<file path="src/rtl/byte_swap_arbiter.sv">
// rtl/byte_swap_arbiter.sv - two-port round-robin arbiter feeding a shared byte-permute stage
// One registered output word with valid/ready; readies are combinational from valids and out_ready.
module byte_swap_arbiter (
    input  logic        clk,
    input  logic        rst_n,
    input  logic        req0_valid,
    input  logic [31:0] req0_data,
    input  logic [1:0]  req0_op,
    output logic        req0_ready,
    input  logic        req1_valid,
    input  logic [31:0] req1_data,
    input  logic [1:0]  req1_op,
    output logic        req1_ready,
    output logic        out_valid,
    output logic [31:0] out_data,
    output logic        out_id,
    input  logic        out_ready
);

    logic        out_valid_q, out_valid_d;
    logic [31:0] out_data_q,  out_data_d;
    logic        out_id_q,    out_id_d;
    logic        last_q,      last_d;

    logic        can_load;
    logic        grant0;
    logic        grant1;

    // Byte names: B3 = d[31:24] ... B0 = d[7:0]; result listed MSB first.
    function automatic logic [31:0] permute(input logic [31:0] d, input logic [1:0] op);
        logic [31:0] r;
        case (op)
            2'b00:   r = d;
            2'b01:   r = {d[7:0],   d[15:8],  d[23:16], d[31:24]};
            2'b10:   r = {d[15:8],  d[7:0],   d[31:24], d[23:16]};
            default: r = {d[23:16], d[31:24], d[7:0],   d[15:8]};
        endcase
        return r;
    endfunction

    always_comb begin
        can_load    = !out_valid_q || out_ready;

        // On contention the requester that did not win last time is granted.
        grant0      = req0_valid && (!req1_valid || last_q);
        grant1      = req1_valid && (!req0_valid || !last_q);

        req0_ready  = grant0 && can_load;
        req1_ready  = grant1 && can_load;

        out_valid_d = out_valid_q;
        out_data_d  = out_data_q;
        out_id_d    = out_id_q;
        last_d      = last_q;

        if (req0_ready) begin
            out_valid_d = 1'b1;
            out_data_d  = permute(req0_data, req0_op);
            out_id_d    = 1'b0;
            last_d      = 1'b0;
        end else if (req1_ready) begin
            out_valid_d = 1'b1;
            out_data_d  = permute(req1_data, req1_op);
            out_id_d    = 1'b1;
            last_d      = 1'b1;
        end else if (out_ready) begin
            out_valid_d = 1'b0;
        end
    end

    always_ff @(posedge clk or negedge rst_n) begin
        if (!rst_n) begin
            out_valid_q <= 1'b0;
            out_data_q  <= 32'h0;
            out_id_q    <= 1'b0;
            last_q      <= 1'b1;
        end else begin
            out_valid_q <= out_valid_d;
            out_data_q  <= out_data_d;
            out_id_q    <= out_id_d;
            last_q      <= last_d;
        end
    end

    assign out_valid = out_valid_q;
    assign out_data  = out_data_q;
    assign out_id    = out_id_q;

endmodule

</file>
<file path="config.mk">
export PLATFORM = sky130hd
export DESIGN_NAME = byte_swap_arbiter
export DESIGN_NICKNAME = d
export VERILOG_FILES = /design/src/rtl/byte_swap_arbiter.sv
export SDC_FILE = /design/constraint.sdc
export NUM_CORES = 1
export LEC_CHECK = 0
export ABC_AREA = 1
export ABC_CLOCK_PERIOD_IN_PS = 3150
export CAP_MARGIN = 30
export CORE_MARGIN = 2
export CORE_UTILIZATION = 51
export DETAILED_ROUTE_END_ITERATION = 6
export PLACE_DENSITY = 0.95
export RECOVER_POWER = 100
export SYNTH_ARGS = -nofsm -noshare
export SYNTH_HDL_FRONTEND = slang
export SYNTH_SLANG_ARGS = --single-unit
</file>
<file path="constraint.sdc">
create_clock -name clk -period 3.15 [get_ports clk]
set_input_delay 0.4725 -clock clk [delete_from_list [all_inputs] [get_ports clk]]
set_output_delay 0.4725 -clock clk [all_outputs]
set_load 0.01 [all_outputs]
</file>
==> metrics.yaml, run 1 <==
run_status:
  outcome: "finished with violations"
  violations: "design-rule violations, max-capacitance violations, max-slew violations"
cts:
  worstSkewPairLatency_ps: 300
  hold_buffers: 0
  clkTransAtPathRegs_ps: 80
  postCtsSetupBuffers: 0
  cts.sinks: 35
  cts_htree_levels: 2
  cts_resized: 0
  cts_buffers: 5
  root_buffer: "clkbuf_8"
  cts_tree: "built"
  cts_buffer_depth: 2
sta:
  grt_setup_unrepaired: "no"
  period_needed_ps: 2700
  fmax_mhz: 370
  setup_violations: 0
  final_max_slew_viol_count: 36
  hold_viol: 0
  fin_tns_setup_ps: 0
  relSlewSlack_pct: -29.5
  fin_crit_sh_pct: 85.8
  tightestPinTransition_ps: 1940
  finClkSkew_ps: 10.9
setup_path:
  cpPeakStageDelay_ps: 860
  start_kind: "input pin"
  cp-end-kind: "flop"
  critPathSlowestCell: "inv_1"
  worstPathRequired_ps: 3380
  regToRegSetupSlack_ps: 650
  crit_type: "in2reg"
  path_max_fanout: 34
  cp_cell_sequence: "dlygate4sd3_1, nand2_1, nand3_1, buf_4, nand2_2, inv_1, nand2_1, nand3_1"
  arrival_ps: 2940
synth:
  seq_area_frac_synth_pct: 25.7
  yosysWarnings: 0
  synth_cell_types: 18
  syn-instance-count: 627
  ys_ff_latch: 35
  syn-cell-area_um2: 3410
  syn_area_per_cell_um2: 5.44
  syn-num-nets: 700
power:
  power_density_nw_per_um2: 470
  peakVddDrop_uv: 291
  fin_total_pwr_mw: 2.15
  p_leak_nw: 2.18
drt:
  wl_mm: 12.8
  drt_iter0_markers: 739
  wl_per_cell_um: 16.1
  drc_errors: 6
  ant_nets: 0
  first_pass_iters: 7
  viasPerCell: 6.04
  vias: 4799
floorplanning:
  coreArea_um2: 6420
  rows: 29
  die_w_um: 85.8
  die_h_um: 85.8
  die-area_um2: 7360
  boundaryPins: 109
  start_util_pct: 53.1
finish:
  nFillCells: 547
  drive_gt1_share_pct: 4.60
  instances_no_fill: 794
  layout.nets: 789
  area_delta_synth_final_pct: 34.4
  antennaDiodeCount: 0
place:
  gp_congestion: 0.969
  place_inst: 786
  dp_hpwl_mm: 9.36
  io_buffers: 108
global_routing:
  grt_max_degree: 36
  grt_pass1_vias: 4351
  grt_util_all_layers_pct: 35.1
  overflow: 0
  grt_pass1_wl_mm: 20.6
  grt_antenna_before_repair: 0
job:
  drv_cap: 1
worst_hold_path:
  min_path_type: "reg2reg"
## area by class of cell
type | count | area (µm²) | share of cell area [%]
clock buffer | 6 | 72.6 | 1.58
clock inverter | 2 | 12.5 | 0.273
inverter | 10 | 37.5 | 0.819
multi-input combinational | 541 | 2300 | 50.2
sequential | 35 | 877 | 19.1
tap | 77 | 96.3 | 2.10
timing repair buffer | 123 | 1190 | 25.9
## cells in the final DEF (no fill, tap or decap), drive strengths merged, types with 13 or more instances in the layout
cell           Yosys  routed
nor2              77      77
nand3             82      82
nand4             15      15
clkdlybuf4s50      0      70
o21ai             49      49
buf               28      13
dlygate4sd3        0      38
a21oi             17      17
dfrtp             34      34
nand2            296     296
## logic make-up after synthesis
kind of cell    after synthesis  share of synthesized area [%]
buf+inv                      51                           6.79
flops                        35                           25.7
compound gates               71                           10.8
simple gates                470                           56.7
## worst max-delay path: cells and delay by family
| kind | cells | cell delay (ps) |
|---|---|---|
| simple gates | 5 | 790 |
| buf+inv | 3 | 1660 |
## synthesized netlist by cell type
| cell type | number | share of area (%) |
|---|---|---|
| o211ai_1 | 5 | 1.1 |
| nand2_2 | 4 | 0.73 |
| nand2_1 | 292 | 32 |
| nor2_1 | 71 | 7.8 |
| nor2_4 | 1 | 0.33 |
| o21ai_0 | 49 | 7.2 |
| nand3_1 | 82 | 12 |
| a21oi_1 | 17 | 2.5 |
| nor2_2 | 5 | 0.92 |
| clkbuf_1 | 13 | 1.4 |
| dfrtp_1 | 34 | 25 |
| buf_1 | 2 | 0.22 |
| inv_2 | 3 | 0.33 |
| buf_4 | 3 | 0.66 |
| nand4_1 | 15 | 2.8 |
| buf_2 | 23 | 3.4 |
| inv_1 | 7 | 0.77 |
| dfstp_2 | 1 | 0.77 |
## path summary, 6_finish.rpt
kind | cells after the start | from | end
min reg2reg | 2 | last_q | last_q
max reg2reg | 7 | last_q | out_data[27]
max in group asynchronous | 2 | rst_n | out_data[3]
min | 2 | last_q | last_q
min in group asynchronous | 2 | rst_n | out_data[22]
max | 8 | req0_valid | out_data[27]
## through the flow
step / hold WS [ps] / area (µm²) / utilization [%] / worst slack [ps]
3_5_place_dp: 465 / 4510 / 70.2 / 538
6_report: 473 / 4580 / 71.4 / 447
3_3_place_gp: 456 / 4510 / 70.2 / 650
2_1_floorplan: 177 / 3410 / - / 1430
4_1_cts: 478 / 4590 / 71.5 / 693
5_1_grt: 517 / 4580 / 71.4 / 291
## sequential cells by signal, indices dropped and copies added, names as in the netlist
| register | cells |
|---|---|
| out_data | 32 |
| out_valid | 1 |
| last_q | 1 |
| out_id | 1 |
## layer usage
layer	share of wire, %	GRT usage (%)
met1	37	44.0
met2	45	56.9
met3	14	10.1
met4	4.2	14.1
met5	0	0
## report_power, final
group | switching (mW) | internal [mW]
registers | 0.120 | 0.609
logic | 0.615 | 0.478
clock network | 0.178 | 0.155
Power figures use the tool's default switching activity.
==> run 2: changes to the inputs <==
- CORE_ASPECT_RATIO: not set -> 0.9
- CORE_UTILIZATION: 51 -> 39
- PLACE_DENSITY: 0.95 -> 0.81
==> metrics.yaml, run 2 (synthesized netlist as in run 1, its figures left out) <==
setup_path:
  path_depth: 6  # -2
  crit_family: "buffers and inverters"
  cpPeakStageDelay_ps: 640  # -220 ps
  timing.critical_path.to: "req1_ready"
  regToRegSetupSlack_ps: 720  # +70 ps
  cp-end-kind: "output port"
  worstReg2RegStart: "last_q"
  cp_cell_sequence: "clkdlybuf4s50_1, inv_1, nand2_1, nand3_1, inv_1, dlygate4sd3_1"
  critPathSlowestCell: "dlygate4sd3_1"
  r2r_end: "out_data[26]"
  arrival_ps: 2110  # -830 ps
  rr_worst_depth: 6  # -1
  start_kind: "input pin"
  path_max_fanout: 6  # -82%
  worstPathRequired_ps: 2680  # -700 ps
  cp_common_cell: "inv_1"
  crit_type: "in2out"
  setup.worst_path.start: "out_ready"
  critPathBufInv: 4  # +1
floorplanning:
  die_h_um: 92.7  # +8.1%
  boundaryPins: 109  # unchanged
  coreArea_um2: 8530  # +33%
  die_w_um: 103  # +20%
  die-area_um2: 9510  # +29%
  start_util_pct: 40.0  # -13 points
  rows: 32  # +10%
cts:
  worstSkewPairLatency_ps: 290  # about the same
  cts.sinks: 35  # unchanged
  cts_htree_levels: 2  # unchanged
  postCtsSetupBuffers: 0  # unchanged
  cts_tree: "built"
  cts_resized: 0  # unchanged
  clkTransAtPathRegs_ps: 70  # about the same
  cts_buffers: 5  # unchanged
  cts_buffer_depth: 2  # unchanged
  root_buffer: "clkbuf_8"
  hold_buffers: 0  # unchanged
worst_hold_path:
  worstHoldStart: "last_q"
  min_path_type: "reg2reg"
finish:
  nFillCells: 835  # +53%
  layout_commonest_cell: "nand2_1"
  fin_util_pct: 54.3  # -17 points
  largest_reg_flops: 32  # unchanged
  antennaDiodeCount: 0  # unchanged
  fin_area_um2: 4630  # +1.1%
  instances_no_fill: 836  # +5.3%
  layout_common_cells: "nand2_1 (293), nand3_1 (82), nor2_1 (71), clkdlybuf4s50_1 (71), o21ai_0 (49)"
  area_delta_synth_final_pct: 35.9
  drive_gt1_share_pct: 4.46  # -0.14 points
  layout.nets: 789  # unchanged
place:
  io_buffers: 108  # unchanged
  dp_hpwl_mm: 9.38  # +0.17%
  placed_cell_area_um2: 4560  # +1.2%
  place_inst: 828  # +5.3%
  gp_congestion: 0.971  # +0.21%
sta:
  finClkSkew_ps: 5.00  # -5.89 ps
  final_max_slew_viol_count: 36  # unchanged
  period_needed_ps: 2580  # -121 ps
  setup_violations: 0  # unchanged
  relSlewSlack_pct: -27.1  # +2.4 points
  tightestPinTransition_ps: 1910  # -36.4 ps
  fin_tns_setup_ps: 0  # unchanged
  fin_crit_sh_pct: 82.0  # -3.9 points
  hold_viol: 0  # unchanged
  grt_setup_unrepaired: "no"
  fmax_mhz: 387  # +4.7%
power:
  power_frac_clock_pct: 15.9  # +0.4 points
  p_sw_share_pct: 41.6  # -0.85 points
  power_density_nw_per_um2: 458  # -2.6%
  seqPwrFrac_pct: 32.8  # -1.0 points
  intPower_mw: 1.24  # about the same
  peakVddDrop_uv: 203  # -30%
  p_leak_nw: 2.18  # about the same
  p_switching_uw: 882  # -3.5%
  p_comb_share_pct: 51.3  # +0.6 points
drt:
  viasPerCell: 5.68  # -6.1%
  ant_nets: 0  # unchanged
  first_pass_iters: 6  # -1
  vias: 4745  # -1.1%
  wl_mm: 12.7  # -0.81%
  wl_per_cell_um: 15.2  # -5.8%
  drc_errors: 0  # -6
  drt_iter0_markers: 421  # -43%
run_status:
  outcome: "finished with violations"
  violations: "max-capacitance violations, max-slew violations"
job:
  drv_cap: 1  # unchanged
global_routing:
  grt_pass1_wl_mm: 20.4  # -0.87%
  grt_max_degree: 36  # unchanged
  grt_util_all_layers_pct: 26.8  # -8.2 points
  overflow: 0  # unchanged
  grt_antenna_before_repair: 0  # unchanged
  grt_pass1_vias: 4233  # -2.7%
-- run 2: power groups by stage --
| stage | clock (mW) | sequential (mW) | combinational [mW] |
|---|---|---|---|
| global placement | 0 | 0.714 | 1.11 |
| CTS | 0.334 | 0.705 | 1.14 |
| detailed placement | 0 | 0.712 | 1.14 |
| global route | 0.354 | 0.717 | 1.20 |
| floorplan | 0 | 0.770 | 0.470 |
| finish | 0.337 | 0.697 | 1.09 |
-- run 2: worst reg2reg max path, cell delays in order, from the launching register on --
cell and delay, ps:
dfstp_2 540, nand2_1 70, nand3_1 180, nand2_1 400, inv_1 910, nand2_1 140
nand3_1 130
-- run 2: metrics by stage --
step	hold WS (ps)	worst slack [ps]	total power, mW
2_1_floorplan	177	1430	1.24
3_3_place_gp	455	657	1.82
3_5_place_dp	467	619	1.85
4_1_cts	482	608	2.18
5_1_grt	505	305	2.27
6_report	478	568	2.12
-- run 2: worst min-delay path by stage --
stage | end | cells past startpoint
floorplan | out_data[0] | 0
global placement | last_q | 2
detailed placement | out_data[22] | 2
CTS | last_q | 2
global route | last_q | 2
finish | last_q | 2
-- run 2: layout make-up --
class	count	area (µm²)	area share, %
clock buffer	6	72.6	1.57
clock inverter	2	12.5	0.270
inverter	10	37.5	0.810
multi-input combinational	541	2300	49.6
sequential	35	877	18.9
tap	119	149	3.21
timing repair buffer	123	1190	25.6
-- run 2: routing by layer --
metal  wire [µm]  vias up  GRT usage [%]
li1            -     2201              -
met1        5170     2156           38.9
met2        5560      345           39.8
met3        1560       43           3.92
met4         418        0           10.6
met5           0        -              0
